[config.mk]
export PLATFORM = sky130hd
export DESIGN_NAME = mem_arbiter
export DESIGN_NICKNAME = d
export VERILOG_FILES = /design/src/rtl/rv32ima_pkg.sv /design/src/rtl/mem_lane_align.sv /design/src/rtl/mem_arbiter.sv
export SDC_FILE = /design/constraint.sdc
export NUM_CORES = 1
export LEC_CHECK = 0
export CORE_MARGIN = 10
export CORE_UTILIZATION = 43
export DETAILED_ROUTE_END_ITERATION = 10
export DONT_BUFFER_PORTS = 1
export HOLD_SLACK_MARGIN = 0.03
export SLEW_MARGIN = 5
export SYNTH_ARGS = -nofsm -noshare
export SYNTH_HDL_FRONTEND = slang
export SYNTH_SLANG_ARGS = --single-unit
[constraint.sdc]
create_clock -name clk -period 2.7 [get_ports clk]
set_input_delay 0.675 -clock clk [delete_from_list [all_inputs] [get_ports clk]]
set_output_delay 0.675 -clock clk [all_outputs]
set_load 0.005 [all_outputs]
[src/rtl/rv32ima_pkg.sv]
// Shared types for the core's memory path: access widths and arbiter states.
package rv32ima_pkg;

    typedef enum logic [1:0] {
        MEM_BYTE = 2'b00,
        MEM_HALF = 2'b01,
        MEM_WORD = 2'b10
    } mem_width_t;

    typedef enum logic [1:0] {
        IDLE,
        BUSY_I,
        BUSY_D,
        RESP
    } arb_state_t;

    // Wait-state counter width; never narrower than one bit so BUS_TIMEOUT=0 still elaborates.
    function automatic int unsigned cnt_width(input int unsigned timeout);
        return (timeout < 1) ? 1 : $clog2(timeout + 1);
    endfunction

endpackage

[src/rtl/mem_lane_align.sv]
// Byte-lane steering between LSB-justified core data and a 32-bit word bus.
module mem_lane_align
    import rv32ima_pkg::*;
(
    input  logic [1:0]  width,
    input  logic [1:0]  addr_lo,
    input  logic        we,
    input  logic [31:0] store,
    input  logic [31:0] rdata,
    output logic [3:0]  be,
    output logic [31:0] wdata,
    output logic [31:0] load,
    output logic        misalign
);
    logic [31:0] sh_byte;
    logic [31:0] sh_half;

    assign sh_byte = rdata >> {addr_lo, 3'b000};
    assign sh_half = addr_lo[1] ? {16'h0000, rdata[31:16]} : rdata;

    // Lane replication and enables for stores, lane extraction for loads; 2'b11 acts as word.
    always_comb begin
        be       = 4'b1111;
        wdata    = store;
        load     = rdata;
        misalign = 1'b0;
        case (width)
            MEM_BYTE: begin
                wdata = {4{store[7:0]}};
                load  = {24'h000000, sh_byte[7:0]};
                if (we) be = 4'b0001 << addr_lo;
            end
            MEM_HALF: begin
                wdata    = {2{store[15:0]}};
                load     = {16'h0000, sh_half[15:0]};
                misalign = addr_lo[0];
                if (we) be = addr_lo[1] ? 4'b1100 : 4'b0011;
            end
            default: begin
                misalign = |addr_lo;
            end
        endcase
    end
endmodule

[src/rtl/mem_arbiter.sv]
// Merges instruction fetches and data accesses onto one single-port word bus.
module mem_arbiter
    import rv32ima_pkg::*;
#(
    parameter int unsigned BUS_TIMEOUT = 255
) (
    input  logic        clk,
    input  logic        nrst,
    input  logic        imem_ren,
    input  logic [31:0] imem_addr,
    output logic [31:0] imem_load,
    output logic        ihit,
    input  logic        dmem_ren,
    input  logic        dmem_wen,
    input  logic [31:0] dmem_addr,
    input  logic [31:0] dmem_store,
    input  logic [1:0]  dmem_width,
    output logic [31:0] dmem_load,
    output logic        dhit,
    output logic        dmem_misalign,
    output logic        bus_fault,
    output logic        mem_req,
    output logic        mem_we,
    output logic [31:0] mem_addr,
    output logic [31:0] mem_wdata,
    output logic [3:0]  mem_be,
    input  logic [31:0] mem_rdata,
    input  logic        mem_ready
);
    localparam int unsigned CW = cnt_width(BUS_TIMEOUT);
    localparam logic [CW-1:0] CNT_MAX = '1;

    arb_state_t  state_q, state_d;
    logic [CW-1:0] cnt_q, cnt_d, cnt_inc;
    logic        d_done_q, d_done_d;
    logic [1:0]  width_q, width_d, alo_q, alo_d;
    logic        we_q, we_d;
    logic        req_q, req_d, mwe_q, mwe_d;
    logic [31:0] maddr_q, maddr_d, wdata_q, wdata_d;
    logic [3:0]  be_q, be_d;
    logic        ihit_q, ihit_d, dhit_q, dhit_d, mis_q, mis_d, flt_q, flt_d;
    logic [31:0] iload_q, iload_d, dload_q, dload_d;

    logic        data_pend, timeout, is_idle;
    logic [1:0]  la_width, la_alo;
    logic        la_we, la_mis;
    logic [3:0]  la_be;
    logic [31:0] la_wdata, la_load;

    // Live requester inputs steer the lanes at grant; latched copies afterwards.
    assign is_idle   = (state_q == IDLE);
    assign la_width  = is_idle ? dmem_width : width_q;
    assign la_alo    = is_idle ? dmem_addr[1:0] : alo_q;
    assign la_we     = is_idle ? dmem_wen : we_q;
    assign data_pend = (dmem_ren | dmem_wen) & ~d_done_q;
    assign cnt_inc   = (cnt_q == CNT_MAX) ? cnt_q : cnt_q + CW'(1);
    assign timeout   = (BUS_TIMEOUT != 0) && (32'(cnt_inc) == BUS_TIMEOUT);

    mem_lane_align u_lane (
        .width    (la_width),
        .addr_lo  (la_alo),
        .we       (la_we),
        .store    (dmem_store),
        .rdata    (mem_rdata),
        .be       (la_be),
        .wdata    (la_wdata),
        .load     (la_load),
        .misalign (la_mis)
    );

    // Next state plus the next value of every registered output.
    always_comb begin
        state_d  = state_q;
        cnt_d    = cnt_q;
        d_done_d = d_done_q;
        width_d  = width_q;
        alo_d    = alo_q;
        we_d     = we_q;
        req_d    = req_q;
        mwe_d    = mwe_q;
        maddr_d  = maddr_q;
        wdata_d  = wdata_q;
        be_d     = be_q;
        ihit_d   = 1'b0;
        dhit_d   = 1'b0;
        mis_d    = 1'b0;
        flt_d    = 1'b0;
        iload_d  = 32'h0;
        dload_d  = 32'h0;
        unique case (state_q)
            IDLE: begin
                if (data_pend) begin
                    width_d = dmem_width;
                    alo_d   = dmem_addr[1:0];
                    we_d    = dmem_wen;
                    cnt_d   = '0;
                    if (la_mis) begin
                        state_d = RESP;
                        dhit_d  = 1'b1;
                        mis_d   = 1'b1;
                    end else begin
                        state_d = BUSY_D;
                        req_d   = 1'b1;
                        mwe_d   = dmem_wen;
                        maddr_d = dmem_addr & 32'hFFFF_FFFC;
                        wdata_d = dmem_wen ? la_wdata : 32'h0;
                        be_d    = la_be;
                    end
                end else if (imem_ren) begin
                    state_d = BUSY_I;
                    cnt_d   = '0;
                    req_d   = 1'b1;
                    mwe_d   = 1'b0;
                    maddr_d = imem_addr & 32'hFFFF_FFFC;
                    wdata_d = 32'h0;
                    be_d    = 4'b1111;
                end
            end
            BUSY_I, BUSY_D: begin
                cnt_d = cnt_inc;
                if (mem_ready || timeout) begin
                    state_d = RESP;
                    req_d   = 1'b0;
                    mwe_d   = 1'b0;
                    maddr_d = 32'h0;
                    wdata_d = 32'h0;
                    be_d    = 4'b0000;
                    flt_d   = ~mem_ready;
                    if (state_q == BUSY_I) begin
                        ihit_d  = 1'b1;
                        iload_d = mem_ready ? mem_rdata : 32'h0;
                    end else begin
                        dhit_d  = 1'b1;
                        dload_d = (mem_ready && !we_q) ? la_load : 32'h0;
                    end
                end
            end
            RESP: begin
                state_d = IDLE;
                if (dhit_q) d_done_d = 1'b1;
                if (ihit_q) d_done_d = 1'b0;
            end
            default: state_d = IDLE;
        endcase
    end

    // State and registered outputs; reset abandons any access in flight.
    always_ff @(posedge clk or negedge nrst) begin
        if (!nrst) begin
            state_q  <= IDLE;
            cnt_q    <= '0;
            d_done_q <= 1'b0;
            width_q  <= 2'b00;
            alo_q    <= 2'b00;
            we_q     <= 1'b0;
            req_q    <= 1'b0;
            mwe_q    <= 1'b0;
            maddr_q  <= 32'h0;
            wdata_q  <= 32'h0;
            be_q     <= 4'b0000;
            ihit_q   <= 1'b0;
            dhit_q   <= 1'b0;
            mis_q    <= 1'b0;
            flt_q    <= 1'b0;
            iload_q  <= 32'h0;
            dload_q  <= 32'h0;
        end else begin
            state_q  <= state_d;
            cnt_q    <= cnt_d;
            d_done_q <= d_done_d;
            width_q  <= width_d;
            alo_q    <= alo_d;
            we_q     <= we_d;
            req_q    <= req_d;
            mwe_q    <= mwe_d;
            maddr_q  <= maddr_d;
            wdata_q  <= wdata_d;
            be_q     <= be_d;
            ihit_q   <= ihit_d;
            dhit_q   <= dhit_d;
            mis_q    <= mis_d;
            flt_q    <= flt_d;
            iload_q  <= iload_d;
            dload_q  <= dload_d;
        end
    end

    assign mem_req       = req_q;
    assign mem_we        = mwe_q;
    assign mem_addr      = maddr_q;
    assign mem_wdata     = wdata_q;
    assign mem_be        = be_q;
    assign ihit          = ihit_q;
    assign dhit          = dhit_q;
    assign dmem_misalign = mis_q;
    assign bus_fault     = flt_q;
    assign imem_load     = iload_q;
    assign dmem_load     = dload_q;
endmodule

After elaboration in Yosys (flattened, before gate mapping)

Index checks and enable logic that the tools add are counted.

Bits in registers: 154
Input port bits: 136
Output and inout port bits: 138
Word-level logic and storage cells: 112

Add/subtract/negate cells: 1
Equal/unequal tests: 9
Shift-type cells: 2
Mux-type cells: 65
Bitwise gates (word level): 4
Reductions and logical operators: 14

Operators by type and width:

| operator                                             | count |
|---|---|
| two-way mux 32 bit                                   | 16 |
| case mux 32 bit (2 select lines)                     | 4 |
| >> shifter 32 x 5 -> 8 bit                           | 1 |
| two-way mux 4 bit                                    | 7 |
| two-way mux 8 bit                                    | 3 |
| two-way mux 1 bit                                    | 21 |
| equality test 8 bit (second input constant)          | 2 |
| two-way mux 16 bit                                   | 1 |
| case mux 4 bit (2 select lines)                      | 2 |
| case mux 8 bit (2 select lines)                      | 1 |
| two-way mux 2 bit                                    | 5 |
| adder 8 x 1 -> 8 bit (second input constant)         | 1 |
| case mux 1 bit (2 select lines)                      | 4 |
| AND reduction 2 bit                                  | 4 |
| inequality test 3 bit (second input constant)        | 2 |
| case mux 2 bit (3 select lines)                      | 1 |
| equality test 2 x 1 -> 1 bit (second input constant) | 2 |
| equality test 2 bit (second input constant)          | 2 |
| logical NOT 2 bit                                    | 2 |
| AND reduction 4 bit                                  | 1 |
| nonzero test 2 bit                                   | 2 |
| OR reduction 2 bit                                   | 2 |
| left shift 1 x 2 -> 4 bit (first input constant)     | 1 |
| inequality test 2 bit (second input constant)        | 1 |
| 6 further kinds                                      | 7 |

Depth between registers and ports, before layout

Gate-level depths: netlist of run 1.

Depth in word-level cells: 8
Depth in mapped cells: 10

Modules after synthesis

Synthesis of run 1 repeated with hierarchy kept, for this count alone.

Cells, all modules: 677
Area, all modules: 7360.8 um^2

By module, submodules not included:

| module         | times used | cells an instance | area each (um^2) | seq. area each (um^2) |
|---|---|---|---|---|
| mem_arbiter    | 1          | 545               | 6378.6           | 3803.6 |
| mem_lane_align | 1          | 132               | 982.2            | 0.0 |

Worst setup path before layout of run 1

No wires, ideal clock.

Kind: register to register
Start: register state_q[1]
End: register wdata_q[19], in the netlist mem_wdata[19]
Library setup time: 130 ps
Data arrival time: 2122 ps
Data required time: 2570 ps
Slack: 448 ps
Stages on the path, launching flop included: 10
Path buffers: 3
Clock period less this slack: 2252 ps
Cell sequence: dfrtp_1 > inv_1 > ha_1 > buf_4 > mux2i_4 > buf_2 > buf_1 > mux2_2 > a22oi_1 > o21ai_0

Longest elaborated chain between the ends: 8
Elaborated cells on any way between the ends: 20

RTL lines:

| item                                                              | RTL line                             | RTL |
|---|---|---|
| start: declaration                                                | mem_arbiter.sv:33                    | `arb_state_t state_q, state_d;` |
| start signal: assignment                                          | mem_arbiter.sv:168                   | `state_q <= state_d;` |
| logical NOT 2 bit                                                 | mem_arbiter.sv:51, mem_arbiter.sv:90 |  |
| two-way mux 2 bit                                                 | mem_arbiter.sv:52                    | `assign la_width = is_idle ? dmem_width : width_q;` |
| equality test 2 x 1 -> 1 bit or logical NOT 2 bit (tied branches) | mem_lane_align.sv:27                 | `case (width)` |
| case mux 32 bit (2 select lines)                                  | mem_lane_align.sv:27                 |  |
| two-way mux 32 bit                                                | mem_arbiter.sv:106                   | `wdata_d = dmem_wen ? la_wdata : 32'h0;` |
| two-way mux 32 bit                                                | mem_arbiter.sv:97                    | `if (la_mis) begin` |
| two-way mux 32 bit                                                | mem_arbiter.sv:92                    | `if (data_pend) begin` |
| case mux 32 bit (2 select lines)                                  | mem_arbiter.sv:90                    | `unique case (state_q)` |
| end signal: assignment                                            | mem_arbiter.sv:177                   | `wdata_q <= wdata_d;` |
| end: declaration                                                  | mem_arbiter.sv:39                    | `logic [31:0] maddr_q, maddr_d, wdata_q, wdata_d;` |

Parallel ways exist; a longest one is shown, timed or not. The select of a mux whose other input is x is not followed.
A chain may end at the register's enable or synchronous reset.

Worst setup path after layout of run 1

Start: register cnt_q[1]
End: register maddr_q[23], in the netlist mem_addr[23]

Longest elaborated chain between the ends: 6
Elaborated cells on any way between the ends: 7

RTL lines:

| item                                                        | RTL line           | RTL |
|---|---|---|
| start: declaration                                          | mem_arbiter.sv:34  | `logic [CW-1:0] cnt_q, cnt_d, cnt_inc;` |
| start signal: assignment                                    | mem_arbiter.sv:169 | `cnt_q <= cnt_d;` |
| adder 8 x 1 -> 8 bit or equality test 8 bit (tied branches) | mem_arbiter.sv:56  | `assign cnt_inc = (cnt_q == CNT_MAX) ? cnt_q : cnt_q + CW'(1);` |
| two-way mux 8 bit *                                         | mem_arbiter.sv:56  |  |
| equality test 8 bit *                                       | mem_arbiter.sv:57  | `assign timeout = (BUS_TIMEOUT != 0) && (32'(cnt_inc) == BUS_TIMEOUT);` |
| logical OR 1 bit *                                          | mem_arbiter.sv:121 | `if (mem_ready \|\| timeout) begin` |
| inequality test 2 bit (no line) *                           | -                  |  |
| AND reduction 4 bit (no line) *                             | -                  |  |
| end signal: assignment                                      | mem_arbiter.sv:176 | `maddr_q <= maddr_d;` |
| end: declaration                                            | mem_arbiter.sv:39  |  |

Mark *: on every way between the ends. The rest lies on a longest branch, timed or not.

==> results.txt, run 1 <==
Die X - 152 µm
max-slew violation count - 0
final setup TNS - 0 ns
Crit Path Category - reg -> reg
leakage dissipation - 3.84 nW
top cell type's share of synthesized area - 50.7%
final WL - 22200 µm
share of cells above drive strength 1 - 12.1%
Synth Register Bits - 152
Post-Syn Area - 7500 µm²
WL per Instance - 22.0 µm
count of final hold-check violations - 152
Final #Nets - 914
TritonCTS clock tree - done
DR DRC count - 0
total power divided by cell area - 1240 nW/µm²
n_diodes - 0
minimum clock period - 2.53 ns
Syn Area/Cell - 9.55 µm²
gr usage total - 18.7%
Bufs on Longest Clock Path - 2
fin worst setup slack - 0.170 ns
grt total ovfl - 0
Sink Count - 152
top post-synthesis cells by area - dfrtp_1 51%, a22oi_1 6.7%, nand2_1 5.3%
most frequent cells in the layout - 152 x dfrtp_1, 105 x nand2_1, 69 x o21ai_0
post-synthesis sequential area ratio - 50.7%
EDFF count, synth - 0
port buffer count - 0
initial antenna violation count - 0
Slew Limit Headroom - 57.3%
Vias - 5840
worst-skew pair later-pin latency - 0.42 ns
critical path launch point type - flop
Max Clock Skew - 0.00932 ns
ys flop type - dfrtp_1
CTS Root Cell - clkbuf_16
Max Freq - 395 MHz
run status - complete, but fails checks
Critical Path End Type - flop
worst-margin pin slew - 0.639 ns
DP Wirelength - 16600 µm
Hold Slack - -0.0516 ns
cells after synthesis - 785
dominant cell type by area after synthesis - dfrtp_1
Worst-path clk slew - 0.07 ns
yosys warns - 0
metal3 WL - 2240 µm
crit-path cells - ha_1 -> nand3_2 -> a211o_1 -> a221o_1 -> o21ai_4 -> buf_12 -> o21ai_0
max-cap viol count - 0
1st-pass router iterations - 5
number of cell rows - 48
Critical Path AT - 2.81 ns
# IOs - 274
Final Non-Filler Cells - 1012
Die Y - 152 µm
final setup fails - 0
crit-path max FO - 68
Starting Density - 43.6%
Max Used Layer - met4
cts bufs inserted - 17
ys async rst share - 100%
RSZ-0062 raised after global routing - false
commonest non-fill, non-tap cell in the layout - dfrtp_1
vias in the first global route - 6030
largest net degree at the start of global routing - 153
Tcrit/Tclk final - 93.7%
initial drt markers - 512
H-Tree Depth - 4
Core Area - 17200 µm²
violated checks - hold timing
area grow syn2layout - 11.9%
Placed Cells - 980
die area - 23100 µm²
slowest cell on the critical path - dfrtp_1
vias per std cell - 5.77
Max IR drop VDD - 0.000603 V
Hold Crit Class - in -> async
CP peak stage delay - 0.50 ns
first-pass GRT wire length - 35300 µm
Post-CTS Setup Inserts - 0
Post-Place Setup Slack - 0.142 ns
post-route ant nets - 0
metal2 WL - 11100 µm
Placer Congestion - 0.878
Metal-1 WL - 8410 µm
synth unique cells - 60
WP data required - 2.99 ns
flip-flops by register name, indices dropped and copies added (netlist names):
name,cells
dhit,1
mem_addr,30
width_q,2
mem_be,4
we_q,1
state_q,2
mem_req,1
dmem_misalign,1
cnt_q,8
ihit,1
imem_load,32
d_done_q,1
dmem_load,32
alo_q,2
mem_wdata,32
bus_fault,1
mem_we,1
cell type report:
cell class / count / area [µm²]
Multi-Input combinational cell: 517 / 3220
Timing Repair Buffer: 23 / 248
Clock buffer: 17 / 425
Tap cell: 225 / 282
Sequential cell: 152 / 3800
Clock inverter: 15 / 176
Fill cell: 1626 / 8790
Inverter: 63 / 236
through the flow:
step,area [µm²],utilization [%],hold slack [ns],power [W]
floorplan,7500,-,0.379,0.00665
global placement,7770,45.3,0.384,0.00787
detailed placement,7770,45.3,0.384,0.00805
CTS,8370,48.8,-0.0700,0.0105
global route,8390,48.8,-0.0841,0.0112
finish,8390,48.8,-0.0516,0.0104
cells by family after synthesis:
family	Yosys count	synth area share, %
AOI/OAI and AO/OA	243	21.1
xor gates and xnor gates	1	0.117
adders and majority gates	4	0.668
buffers and inverters	117	6.91
DFF	152	50.7
muxes	41	5.99
other	1	0.0500
and+or+nand+nor	226	14.4
where the power goes:
group | switching [W] | leakage [nW] | internal, W
Clock | 0.00110 | 0.294 | 0.00125
Combinational | 0.00258 | 1.50 | 0.00174
Sequential | 0.000728 | 2.04 | 0.00297
worst max-delay path, delay by kind of cell (launching register included):
family / cells / cell delay [ns]
AO/OA/AOI/OAI: 4 / 1.04
flip-flops: 1 / 0.50
adder cells (fa/ha/maj): 1 / 0.36
buffers and inverters: 1 / 0.26
AND/OR/NAND/NOR: 1 / 0.17
layer usage:
metal	up-vias	GRT usage, %
met5	-	0
met4	0	6.24
met3	27	8.55
met2	244	31.3
met1	2857	20.7
li1	2712	-
path summary, 6_finish.rpt:
| kind | startpoint | endpoint | slack (ns) | cells after the start |
|---|---|---|---|---|
| worst max-delay path | cnt_q[1] | mem_addr[23] | 0.17 | 7 |
| worst min-delay path | nrst | mem_addr[19] | -0.05 | 0 |
| worst max register to register | cnt_q[1] | mem_addr[23] | 0.17 | 7 |
| worst min register to register | ihit | d_done_q | 0.51 | 1 |
| max in group asynchronous | nrst | cnt_q[5] | 2.61 | 0 |
| min in group clk | mem_rdata[27] | dmem_load[27] | 0.38 | 1 |
synthesized netlist by cell type, types with 2 or more instances:
cell type and count:
buf_6 2, ha_1 4, nand2b_1 5, nand3_1 7, a221oi_1 10, and3_1 6
mux2i_1 19, o22ai_1 9, a21o_1 3, buf_4 9, o21ai_1 10, a31oi_1 2
buf_2 24, nor2b_1 4, dfrtp_1 152, o21ai_0 69, nor3_2 2, nand4_1 3
mux2_2 21, and2_1 49, clkbuf_1 15, o211ai_1 2, inv_1 63, a21bo_2 3
a22oi_1 67, nor3_1 6, nand2_1 105, a21oi_1 47, nor2_1 33, buf_1 4
timing repair:
item	CTS	global route
gates resized for setup	0	2
hold endpoints to repair	152	152
setup endpoints to repair	0	8
Power figures use the tool's default switching activity.
==> run 2, diff against run 1 <==
--- a/config.mk
+++ b/config.mk
@@ -5,7 +5,6 @@
 export SDC_FILE = /design/constraint.sdc
 export NUM_CORES = 1
 export LEC_CHECK = 0
-export CORE_MARGIN = 10
 export CORE_UTILIZATION = 43
 export DETAILED_ROUTE_END_ITERATION = 10
 export DONT_BUFFER_PORTS = 1
==> results.txt, run 2 (synthesis results as in run 1) <==
Max IR drop VDD - 0.000749 V
port buffer count - 0
Post-Place Setup Slack - 0.0476 ns
worst-margin pin slew - 0.642 ns
H-Tree Depth - 4
Crit Path Category - reg -> reg
Placer Congestion - 0.843
Final Total Pwr - 0.0104 W
Worst Setup EP - mem_addr[18]
initial drt markers - 385
DR DRC count - 0
CP Buf/Inv Count - 1
Hold Slack - -0.0512 ns
WL per Instance - 20.2 µm
most frequent cells in the layout - 152 x dfrtp_1, 105 x nand2_1, 69 x o21ai_0
RSZ-0062 raised after global routing - false
final WL - 20300 µm
commonest non-fill, non-tap cell in the layout - dfrtp_1
worst-skew pair later-pin latency - 0.42 ns
share of cells above drive strength 1 - 12.0%
Hold Crit Class - in -> async
cells on worst reg2reg path - 7
# IOs - 274
max-cap viol count - 0
Vias - 5814
Slew Limit Headroom - 56.1%
final setup TNS - 0 ns
minimum clock period - 2.48 ns
Critical Path End Type - flop
final setup fails - 0
slowest cell on the critical path - dfrtp_1
WP data required - 2.99 ns
post-route ant nets - 0
crit-path cells - ha_1 -> nand3_2 -> a211o_1 -> a221o_1 -> o21ai_4 -> buf_12 -> o21ai_0
number of cell rows - 47
total power divided by cell area - 1240 nW/µm²
Die Y - 134 µm
die area - 18000 µm²
grt total ovfl - 0
Levels on crit path - 7
Final #Nets - 912
FF-to-FF End - mem_addr[18]
leakage dissipation - 3.83 nW
Worst-path clk slew - 0.07 ns
CP peak stage delay - 0.47 ns
Bufs on Longest Clock Path - 2
Critical Path AT - 2.77 ns
r2r startpoint - cnt_q[1]
violated checks - hold timing
area grow syn2layout - 11.7%
1st-pass router iterations - 5
DP Wirelength - 14300 µm
Post-CTS Setup Inserts - 0
fin worst setup slack - 0.217 ns
crit-path max FO - 68
final instance area - 8370 µm²
cts bufs inserted - 17
gr usage total - 22.8%
vias per std cell - 5.79
largest net degree at the start of global routing - 153
Tcrit/Tclk final - 92.0%
first-pass GRT wire length - 31900 µm
Final Core Density - 49.8%
CTS Root Cell - clkbuf_16
Starting Density - 44.6%
Sink Count - 152
Worst path top cell family by delay - compound AO/OA/AOI/OAI gates
initial antenna violation count - 0
R2R Setup Slk - 0.22 ns
vias in the first global route - 5824
max-slew violation count - 0
Max Clock Skew - 0.00651 ns
Max Freq - 403 MHz
n_diodes - 0
Die X - 134 µm
Placement Cell Area - 7730 µm²
run status - complete, but fails checks
crit path from - cnt_q[1]
count of final hold-check violations - 152
TritonCTS clock tree - done
Core Area - 16800 µm²
critical path launch point type - flop
[run 2: layout make-up]
cell class                 instances  area [µm²]
sequential                       152        3800
clock inverter                    15         211
tap                              220         275
clock buffer                      17         425
timing repair buffer              21         208
inverter                          63         236
multi-input combinational        517        3210
fill                            1546        8450
[run 2: worst min-delay path by stage]
stage | end | slack [ns] | cells past startpoint
6_report | mem_addr[15] | -0.05 | 0
3_5_place_dp | mem_addr[15] | 0.38 | 0
4_1_cts | mem_addr[15] | -0.08 | 0
2_1_floorplan | alo_q[0] | 0.38 | 0
3_3_place_gp | mem_addr[15] | 0.38 | 0
5_1_grt | mem_addr[15] | -0.07 | 0
[run 2: routing by layer]
| metal | global-route usage [%] | vias to the layer above | routed length (µm) |
|---|---|---|---|
| met2 | 38.1 | 250 | 10000 |
| met4 | 8.49 | 0 | 469 |
| met3 | 7.94 | 32 | 1810 |
| met5 | 0 | - | 0 |
| li1 | - | 2695 | - |
| met1 | 27.1 | 2837 | 8020 |
[run 2: metrics by stage]
stage / hold slack [ns] / std cells
after floorplan: 0.379 / 786
after global placement: 0.383 / 973
after detailed placement: 0.382 / 973
after CTS: -0.0769 / 1005
after global routing: -0.0746 / 1005
final: -0.0512 / 1005
[run 2: where the power goes]
group	internal [W]	switching, W	total (W)
logic	0.00168	0.00252	0.00420
registers	0.00297	0.000688	0.00366
clock network	0.00150	0.00104	0.00254
total	0.00614	0.00425	0.0104
[run 2: repair_timing]
action,in CTS,in global routing
resized for setup,0,2
endpoints found under the hold margin,152,152
endpoints found under the setup margin,0,55
